$ cat config.mk
export PLATFORM = sky130hd
export DESIGN_NAME = pgm_gen_rd
export DESIGN_NICKNAME = d
export VERILOG_FILES = /design/src/rtl/pgm_gen_rd.sv
export SDC_FILE = /design/constraint.sdc
export NUM_CORES = 1
export LEC_CHECK = 0
export CAP_MARGIN = 10
export CELL_PAD_IN_SITES_DETAIL_PLACEMENT = 1
export CELL_PAD_IN_SITES_GLOBAL_PLACEMENT = 2
export CORE_AREA = 3 3 610 612
export DETAILED_ROUTE_END_ITERATION = 10
export DIE_AREA = 0 0 613 615
export PLACE_DENSITY = 0.42
export RECOVER_POWER = 50
export SLEW_MARGIN = 20
export SYNTH_ARGS = -nofsm -noshare
export SYNTH_HDL_FRONTEND = slang
export SYNTH_SLANG_ARGS = --single-unit
$ cat constraint.sdc
create_clock -name clk -period 3.9 [get_ports clk]
set_input_delay 0.585 -clock clk [delete_from_list [all_inputs] [get_ports clk]]
set_output_delay 0.585 -clock clk [all_outputs]
set_load 0.02 [all_outputs]
$ cat src/rtl/pgm_gen_rd.sv
`default_nettype none
// ============================================================================
// Module   : pgm_gen_rd
// Brief    : Multi-template packet generator read engine. Replays enabled
//            PGM RAM templates in round-robin order with a programmable
//            inter-packet gap, optional packet limit and graceful stop.
// Options  : PGM_STAMP_EN - stamp {sequence, timestamp, FFFFFFFF} into the
//            payload of beat STAMP_BEAT.
// Revision : 1.0 - initial release
// ============================================================================
module pgm_gen_rd #(
  parameter int TPL_NUM    = 4,
  parameter int TPL_DEPTH  = 32,
  parameter int ADDR_W     = 7,
  parameter int STAMP_BEAT = 4
) (
  input  logic                clk,
  input  logic                rst_n,
  input  logic                i_start,
  input  logic                i_stop,
  input  logic [TPL_NUM-1:0]  i_tpl_mask,
  input  logic [31:0]         i_gap_cycles,
  input  logic [31:0]         i_pkt_limit,
  input  logic                i_in_alf,
  input  logic [31:0]         i_timestamp,
  output logic                o_ram_rd,
  output logic [ADDR_W-1:0]   o_ram_addr,
  input  logic [143:0]        i_ram_rdata,
  output logic [133:0]        o_out_data,
  output logic                o_out_data_wr,
  output logic                o_out_valid,
  output logic                o_out_valid_wr,
  output logic [1023:0]       o_out_phv,
  output logic                o_out_phv_wr,
  output logic                o_busy,
  output logic                o_done,
  output logic                o_err_overrun,
  output logic [63:0]         o_sent_pkt_cnt,
  output logic [63:0]         o_sent_byte_cnt
);

  localparam int TPL_IDX_W = 3;
  localparam int BEAT_W    = (TPL_DEPTH > 1) ? $clog2(TPL_DEPTH) : 1;

  typedef enum logic [2:0] {
    ST_IDLE  = 3'd0,
    ST_FETCH = 3'd1,
    ST_READ  = 3'd2,
    ST_GAP   = 3'd3,
    ST_DONE  = 3'd4
  } state_t;

  state_t                 r_state;
  logic [TPL_NUM-1:0]     r_mask;
  logic [31:0]            r_gap;
  logic [31:0]            r_limit;
  logic                   r_stop;
  logic [TPL_IDX_W-1:0]   r_tpl;
  logic [TPL_IDX_W-1:0]   r_phv_tpl;
  logic [BEAT_W-1:0]      r_beat;
  logic [32:0]            r_gap_cnt;

  logic                   w_is_tail;
  logic                   w_last_beat;
  logic                   w_overrun;
  logic                   w_end;
  logic [63:0]            w_pkt_next;
  logic                   w_limit_hit;
  logic                   w_stop_any;
  logic                   w_gap_done;
  logic [63:0]            w_bytes;
  logic [133:0]           w_beat;
  logic [TPL_IDX_W-1:0]   w_next_tpl;

  // Lowest enabled slot; used at start and as the round-robin wrap target.
  function automatic logic [TPL_IDX_W-1:0] f_lowest(input logic [TPL_NUM-1:0] mask);
    f_lowest = '0;
    for (int i = TPL_NUM - 1; i >= 0; i--) begin
      if (mask[i]) f_lowest = TPL_IDX_W'(i);
    end
  endfunction

  function automatic logic [ADDR_W-1:0] f_base(input logic [TPL_IDX_W-1:0] idx);
    f_base = ADDR_W'(int'(idx) * TPL_DEPTH);
  endfunction

  assign w_is_tail   = (i_ram_rdata[133:132] == 2'b10);
  assign w_last_beat = (r_beat == BEAT_W'(TPL_DEPTH - 1));
  assign w_overrun   = w_last_beat & ~w_is_tail;
  assign w_end       = w_is_tail | w_last_beat;
  assign w_pkt_next  = o_sent_pkt_cnt + 64'd1;
  assign w_limit_hit = (r_limit != 32'd0) && (w_pkt_next == {32'd0, r_limit});
  assign w_stop_any  = r_stop | i_stop;
  // Gap phase spends gap+1 counting cycles so tail-to-head is gap+3 idle cycles.
  assign w_gap_done  = (r_gap_cnt == ({1'b0, r_gap} + 33'd1));
  assign w_bytes     = w_end ? {60'd0, (w_overrun ? 4'd0 : i_ram_rdata[131:128])} : 64'd16;

  assign o_busy    = (r_state == ST_FETCH) || (r_state == ST_READ) || (r_state == ST_GAP);
  assign o_done    = (r_state == ST_DONE);
  assign o_out_phv = {{(1024 - TPL_IDX_W){1'b0}}, r_phv_tpl};

  // Next enabled slot above the current one, wrapping to the lowest.
  always_comb begin
    w_next_tpl = f_lowest(r_mask);
    for (int i = TPL_NUM - 1; i >= 0; i--) begin
      if (r_mask[i] && (i > int'(r_tpl))) w_next_tpl = TPL_IDX_W'(i);
    end
  end

  // Beat shaping: overrun forces a zero-count tail; stamping rewrites payload only.
  always_comb begin
    w_beat = i_ram_rdata[133:0];
    if (w_overrun) begin
      w_beat[133:128] = 6'b10_0000;
    end
`ifdef PGM_STAMP_EN
    else if (!w_is_tail && (r_beat == BEAT_W'(STAMP_BEAT))) begin
      w_beat[127:0] = {o_sent_pkt_cnt, i_timestamp, 32'hFFFF_FFFF};
    end
`endif
  end

`ifdef PGM_STAMP_EN
  logic w_unused_ok;
  assign w_unused_ok = ^i_ram_rdata[143:134];
`else
  logic w_unused_ok;
  assign w_unused_ok = ^{i_ram_rdata[143:134], i_timestamp};
`endif

  // Main controller: sequencing, RAM addressing, beat output and statistics.
  always_ff @(posedge clk or negedge rst_n) begin
    if (!rst_n) begin
      r_state         <= ST_IDLE;
      r_mask          <= '0;
      r_gap           <= '0;
      r_limit         <= '0;
      r_stop          <= 1'b0;
      r_tpl           <= '0;
      r_phv_tpl       <= '0;
      r_beat          <= '0;
      r_gap_cnt       <= '0;
      o_ram_rd        <= 1'b0;
      o_ram_addr      <= '0;
      o_out_data      <= '0;
      o_out_data_wr   <= 1'b0;
      o_out_valid     <= 1'b0;
      o_out_valid_wr  <= 1'b0;
      o_out_phv_wr    <= 1'b0;
      o_err_overrun   <= 1'b0;
      o_sent_pkt_cnt  <= '0;
      o_sent_byte_cnt <= '0;
    end else begin
      o_out_data_wr  <= 1'b0;
      o_out_valid    <= 1'b0;
      o_out_valid_wr <= 1'b0;
      o_out_phv_wr   <= 1'b0;
      case (r_state)
        ST_IDLE, ST_DONE: begin
          if (i_start && !i_stop && (|i_tpl_mask)) begin
            r_mask          <= i_tpl_mask;
            r_gap           <= i_gap_cycles;
            r_limit         <= i_pkt_limit;
            r_stop          <= 1'b0;
            r_tpl           <= f_lowest(i_tpl_mask);
            o_err_overrun   <= 1'b0;
            o_sent_pkt_cnt  <= '0;
            o_sent_byte_cnt <= '0;
            o_ram_rd        <= 1'b1;
            o_ram_addr      <= f_base(f_lowest(i_tpl_mask));
            r_state         <= ST_FETCH;
          end
        end
        ST_FETCH: begin
          r_stop     <= w_stop_any;
          o_ram_addr <= o_ram_addr + ADDR_W'(1);
          r_beat     <= '0;
          r_state    <= ST_READ;
        end
        ST_READ: begin
          r_stop          <= w_stop_any;
          o_out_data      <= w_beat;
          o_out_data_wr   <= 1'b1;
          o_ram_addr      <= o_ram_addr + ADDR_W'(1);
          r_beat          <= r_beat + BEAT_W'(1);
          o_sent_byte_cnt <= o_sent_byte_cnt + w_bytes;
          if (r_beat == '0) begin
            o_out_phv_wr <= 1'b1;
            r_phv_tpl    <= r_tpl;
          end
          if (w_end) begin
            o_out_valid    <= 1'b1;
            o_out_valid_wr <= 1'b1;
            o_ram_rd       <= 1'b0;
            o_sent_pkt_cnt <= w_pkt_next;
            r_gap_cnt      <= '0;
            if (w_overrun) o_err_overrun <= 1'b1;
            if (w_limit_hit)     r_state <= ST_DONE;
            else if (w_stop_any) r_state <= ST_IDLE;
            else                 r_state <= ST_GAP;
          end
        end
        ST_GAP: begin
          r_stop <= w_stop_any;
          if (!w_gap_done) begin
            r_gap_cnt <= r_gap_cnt + 33'd1;
          end else if (!i_in_alf) begin
            r_tpl      <= w_next_tpl;
            o_ram_rd   <= 1'b1;
            o_ram_addr <= f_base(w_next_tpl);
            r_state    <= ST_FETCH;
          end
        end
        default: r_state <= ST_IDLE;
      endcase
    end
  end

endmodule
`default_nettype wire

==> impl_results.md <==
* Flops & latches, synth at 388
* Cell family with most CP delay: simple AND/OR/NAND/NOR gates
* Clk buf depth at 3
* RSZ-0062 raised after global routing: false
* Kind of end point of the critical path: flop
* Failing checks: capacitance limit, slew limit
* Largest stage delay on the critical path at 0.54 ns
* Maxcap violations at 3
* Met1 Use GR at 8.64%
* Fin nets at 4329
* Core Rows at 223
* Remaining global-route overflow at 0
* RR Startpoint: r_gap[1]
* Clock network fraction of design power at 26.9%
* Synth Instances at 3472
* Slew Limit Fails at 231
* Mean Syn Cell Area at 8.13 um2
* Die area at 377000 um2
* Most used cell, CP: or4_1
* Port bufs at 485
* Number of global-route vias before repair at 23700
* Most frequent cells in the layout: conb_1, nand2_1, clkdlybuf4s50_1
* Clock skew at 0.0692 ns
* Initial antenna violation count at 13
* Crit path launch type: flop
* Post-route DRC at 0
* DRT Wirelength at 141 mm
* H-tree levels at 2
* CP Data Required Time at 4.46 ns
* Crit path max fanout at 9
* Bufs and invs on worst path at 2
* Internal at 11.9 mW
* Final setup violation count at 0
* Crit path cell chain: ha_4, and2_0, buf_4, a21oi_1, a211oi_1, or4_1, or4_1, or4_1, nand4bb_1, buf_4, and4_1, a211o_1
* Count of antenna-violating nets left after detailed routing at 0
* Clock Pin Slew Worst Setup and Hold Paths at 0.06 ns
* Synthesis Warnings at 0
* Die Span X at 613 um
* Comb pwr share at 43.4%
* CP max-delay cell: or4_1
* Worst rel slew slack at -51.8%
* Ys async rst share at 100%
* Reg power frac at 29.7%
* CTS Buf Count at 61
* Gpl congestion at 0.754
* Die boundary height at 615 um
* CTS tree: yes
* Power Density at 560 nW/um2
* Net Sw Power at 9.63 mW
* Fraction of final layout cells sized beyond drive strength 1 at 7.92%
* First drt pass iteration count at 5
* Area growth, synth to finish at 36.1%
* Slew @ Worst Pin at 2.28 ns
* Final WS setup at 0.221 ns
* Clk sinks at 388
* Maximum vdd drop at 0.589 mV
* Critical path launch point: r_gap[1]
* Worst Hold Class: input pin to flop
* Insertion delay to the later sink of the worst-skew pair at 0.74 ns
* I/O pin count at 1550
* Dpl hpwl at 114 mm
* Dpl ws at -0.519 ns
* Number of synthesized flops with an enable pin at 0
* Critical path class: flop to flop
* First-pass GRT wire length at 194 mm
* Mapped cell area at 28200 um2
* Lkg Pwr at 16.4 nW
* Top Usage Layer GRT: met2
* Clock root buffer: clkbuf_16
* Prevailing post-synth register cell: dfrtp_1
* Post-DR vias/cell at 2.60
* Via Count at 23300
* Min Tclk post-route at 3.68 ns
* Switching Share at 44.8%
* 1st-iter DRT viols at 1108
* Routed WL per cell at 15.7 um
* Largest net degree at the start of global routing at 138
* Synth cell types at 76
* Status: complete, but fails checks
* Final Cycle Share at 94.3%
* Final Hold Vio Count at 0
* Power, Total at 21.5 mW
* CORE AREA at 368000 um2
* Met2 Track Usage GR at 12.3%
* Met3 Usage GRT at 1.73%
* GRT Util Overall at 7.13%
* Starting Density at 7.67%
* Min-delay src: i_ram_rdata[40]
* Register area share after synthesis at 34.4%
* Crit path DAT at 4.24 ns
* Max Clock Freq at 272 MHz
* Commonest non-fill, non-tap cell in the layout: conb_1
-- worst register-to-register path, cell delays in order, from the launching register on --
cell	delay, ns
dfrtp_2	0.44
ha_4	0.21
and2_0	0.16
buf_4	0.16
a21oi_1	0.13
a211oi_1	0.08
or4_1	0.54
or4_1	0.50
or4_1	0.48
nand4bb_1	0.23
buf_4	0.22
and4_1	0.17
a211o_1	0.22
-- power groups by stage --
stage	clock network, mW	logic (mW)	registers [mW]
final	5.78	9.33	6.39
after detailed placement	0	9.57	6.48
after floorplan	0	5.08	7.04
after CTS	6.18	9.60	6.43
after global routing	6.29	10.3	6.61
after global placement	0	9.49	6.45
-- flip-flops by register name, summed over array words and instances, names as in the netlist --
register / flops
o_out_data: 134
o_sent_byte_cnt: 64
o_sent_pkt_cnt: 64
r_gap_cnt: 33
r_gap: 32
r_limit: 32
o_ram_addr: 7
r_beat: 5
r_mask: 4
r_state: 3
r_phv_tpl: 2
r_tpl: 2
o_err_overrun: 1
o_out_data_wr: 1
o_out_phv_wr: 1
o_out_valid_wr: 1
o_ram_rd: 1
r_stop: 1
-- final timing paths --
| kind | to | cells after the start | slack, ns |
|---|---|---|---|
| max in group asynchronous | o_sent_byte_cnt[53] | 3 | 0.57 |
| worst max-delay path | r_gap_cnt[28] | 12 | 0.22 |
| min in group asynchronous | o_sent_pkt_cnt[62] | 2 | 1.11 |
| worst max register to register | r_gap_cnt[28] | 12 | 0.22 |
| worst min register to register | o_out_data[110] | 2 | 0.47 |
| worst min-delay path | o_out_data[40] | 3 | 0.38 |
-- metal layers --
| layer | part of all wire [%] | vias to the layer above |
|---|---|---|
| li1 | - | 10800 |
| met1 | 41 | 11600 |
| met2 | 49 | 785 |
| met3 | 6.0 | 113 |
| met4 | 3.3 | 2 |
| met5 | 0.0092 | - |
-- per-stage QoR --
| stage | TNS (ns) | hold WS (ns) | cell area (um2) | utilization, % | cells |
|---|---|---|---|---|---|
| 5_1_grt | 0 | 0.298 | 38400 | 10.4 | 8953 |
| 3_5_place_dp | -9.51 | 0.463 | 36400 | 9.88 | 8840 |
| 4_1_cts | 0 | 0.239 | 38400 | 10.4 | 8951 |
| 3_3_place_gp | -10.58 | 0.454 | 36400 | 9.88 | 8840 |
| 2_1_floorplan | 0 | 0.289 | 32000 | - | 4493 |
| 6_report | 0 | 0.375 | 38400 | 10.4 | 8959 |
-- cell families (layout without fill, tap and decap cells) --
family	count (synthesis)	after routing	synth area share (%)
muxes	51	51	1.83
other	1	1030	0.0133
xor gates and xnor gates	92	92	2.86
adders and majority gates	13	13	0.603
buffers and inverters	1202	823	29.8
DFF	388	388	34.4
and+or+nand+nor	1341	1341	21.9
AOI/OAI and AO/OA	384	384	8.67
-- what timing repair did --
item | 4_1_cts | 5_1_grt
setup endpoints to repair | 7 | 42
setup buffers | 0 | 0
pin swaps | 0 | 1
hold endpoints to repair | 40 | 0
gates cloned | 0 | 0
hold buffers | 1 | 0
gates resized for setup | 3 | 14
-- synth_stat cells, types with 23 or more instances --
cell type	n	share of area, %
buf_4	1026	27
or3_1	23	0.51
o21ai_0	143	2.5
nand2_1	755	10
xor2_1	39	1.2
nor4_1	38	0.84
a31oi_1	23	0.51
and3_1	40	0.89
nand4_1	63	1.4
nor2_1	111	1.5
or4_1	29	0.77
nor3_1	50	0.89
buf_2	24	0.43
o31ai_1	46	1.2
nand3_1	127	2.3
xnor2_1	53	1.6
clkbuf_1	109	1.5
dfrtp_1	388	34
mux2i_1	46	1.6
inv_1	34	0.45
a21oi_1	52	0.92
and4_1	23	0.71
-- cell type report --
cell class / instances / area, um2
Fill cell: 44100 / 330000
Multi-Input combinational cell: 2903 / 14100
Sequential cell: 388 / 9710
Timing Repair Buffer: 678 / 6390
Tap cell: 4837 / 6050
Clock buffer: 80 / 1690
Clock inverter: 30 / 365
Inverter: 35 / 133
Antenna cell: 8 / 20.0
Power figures use the tool's default switching activity.
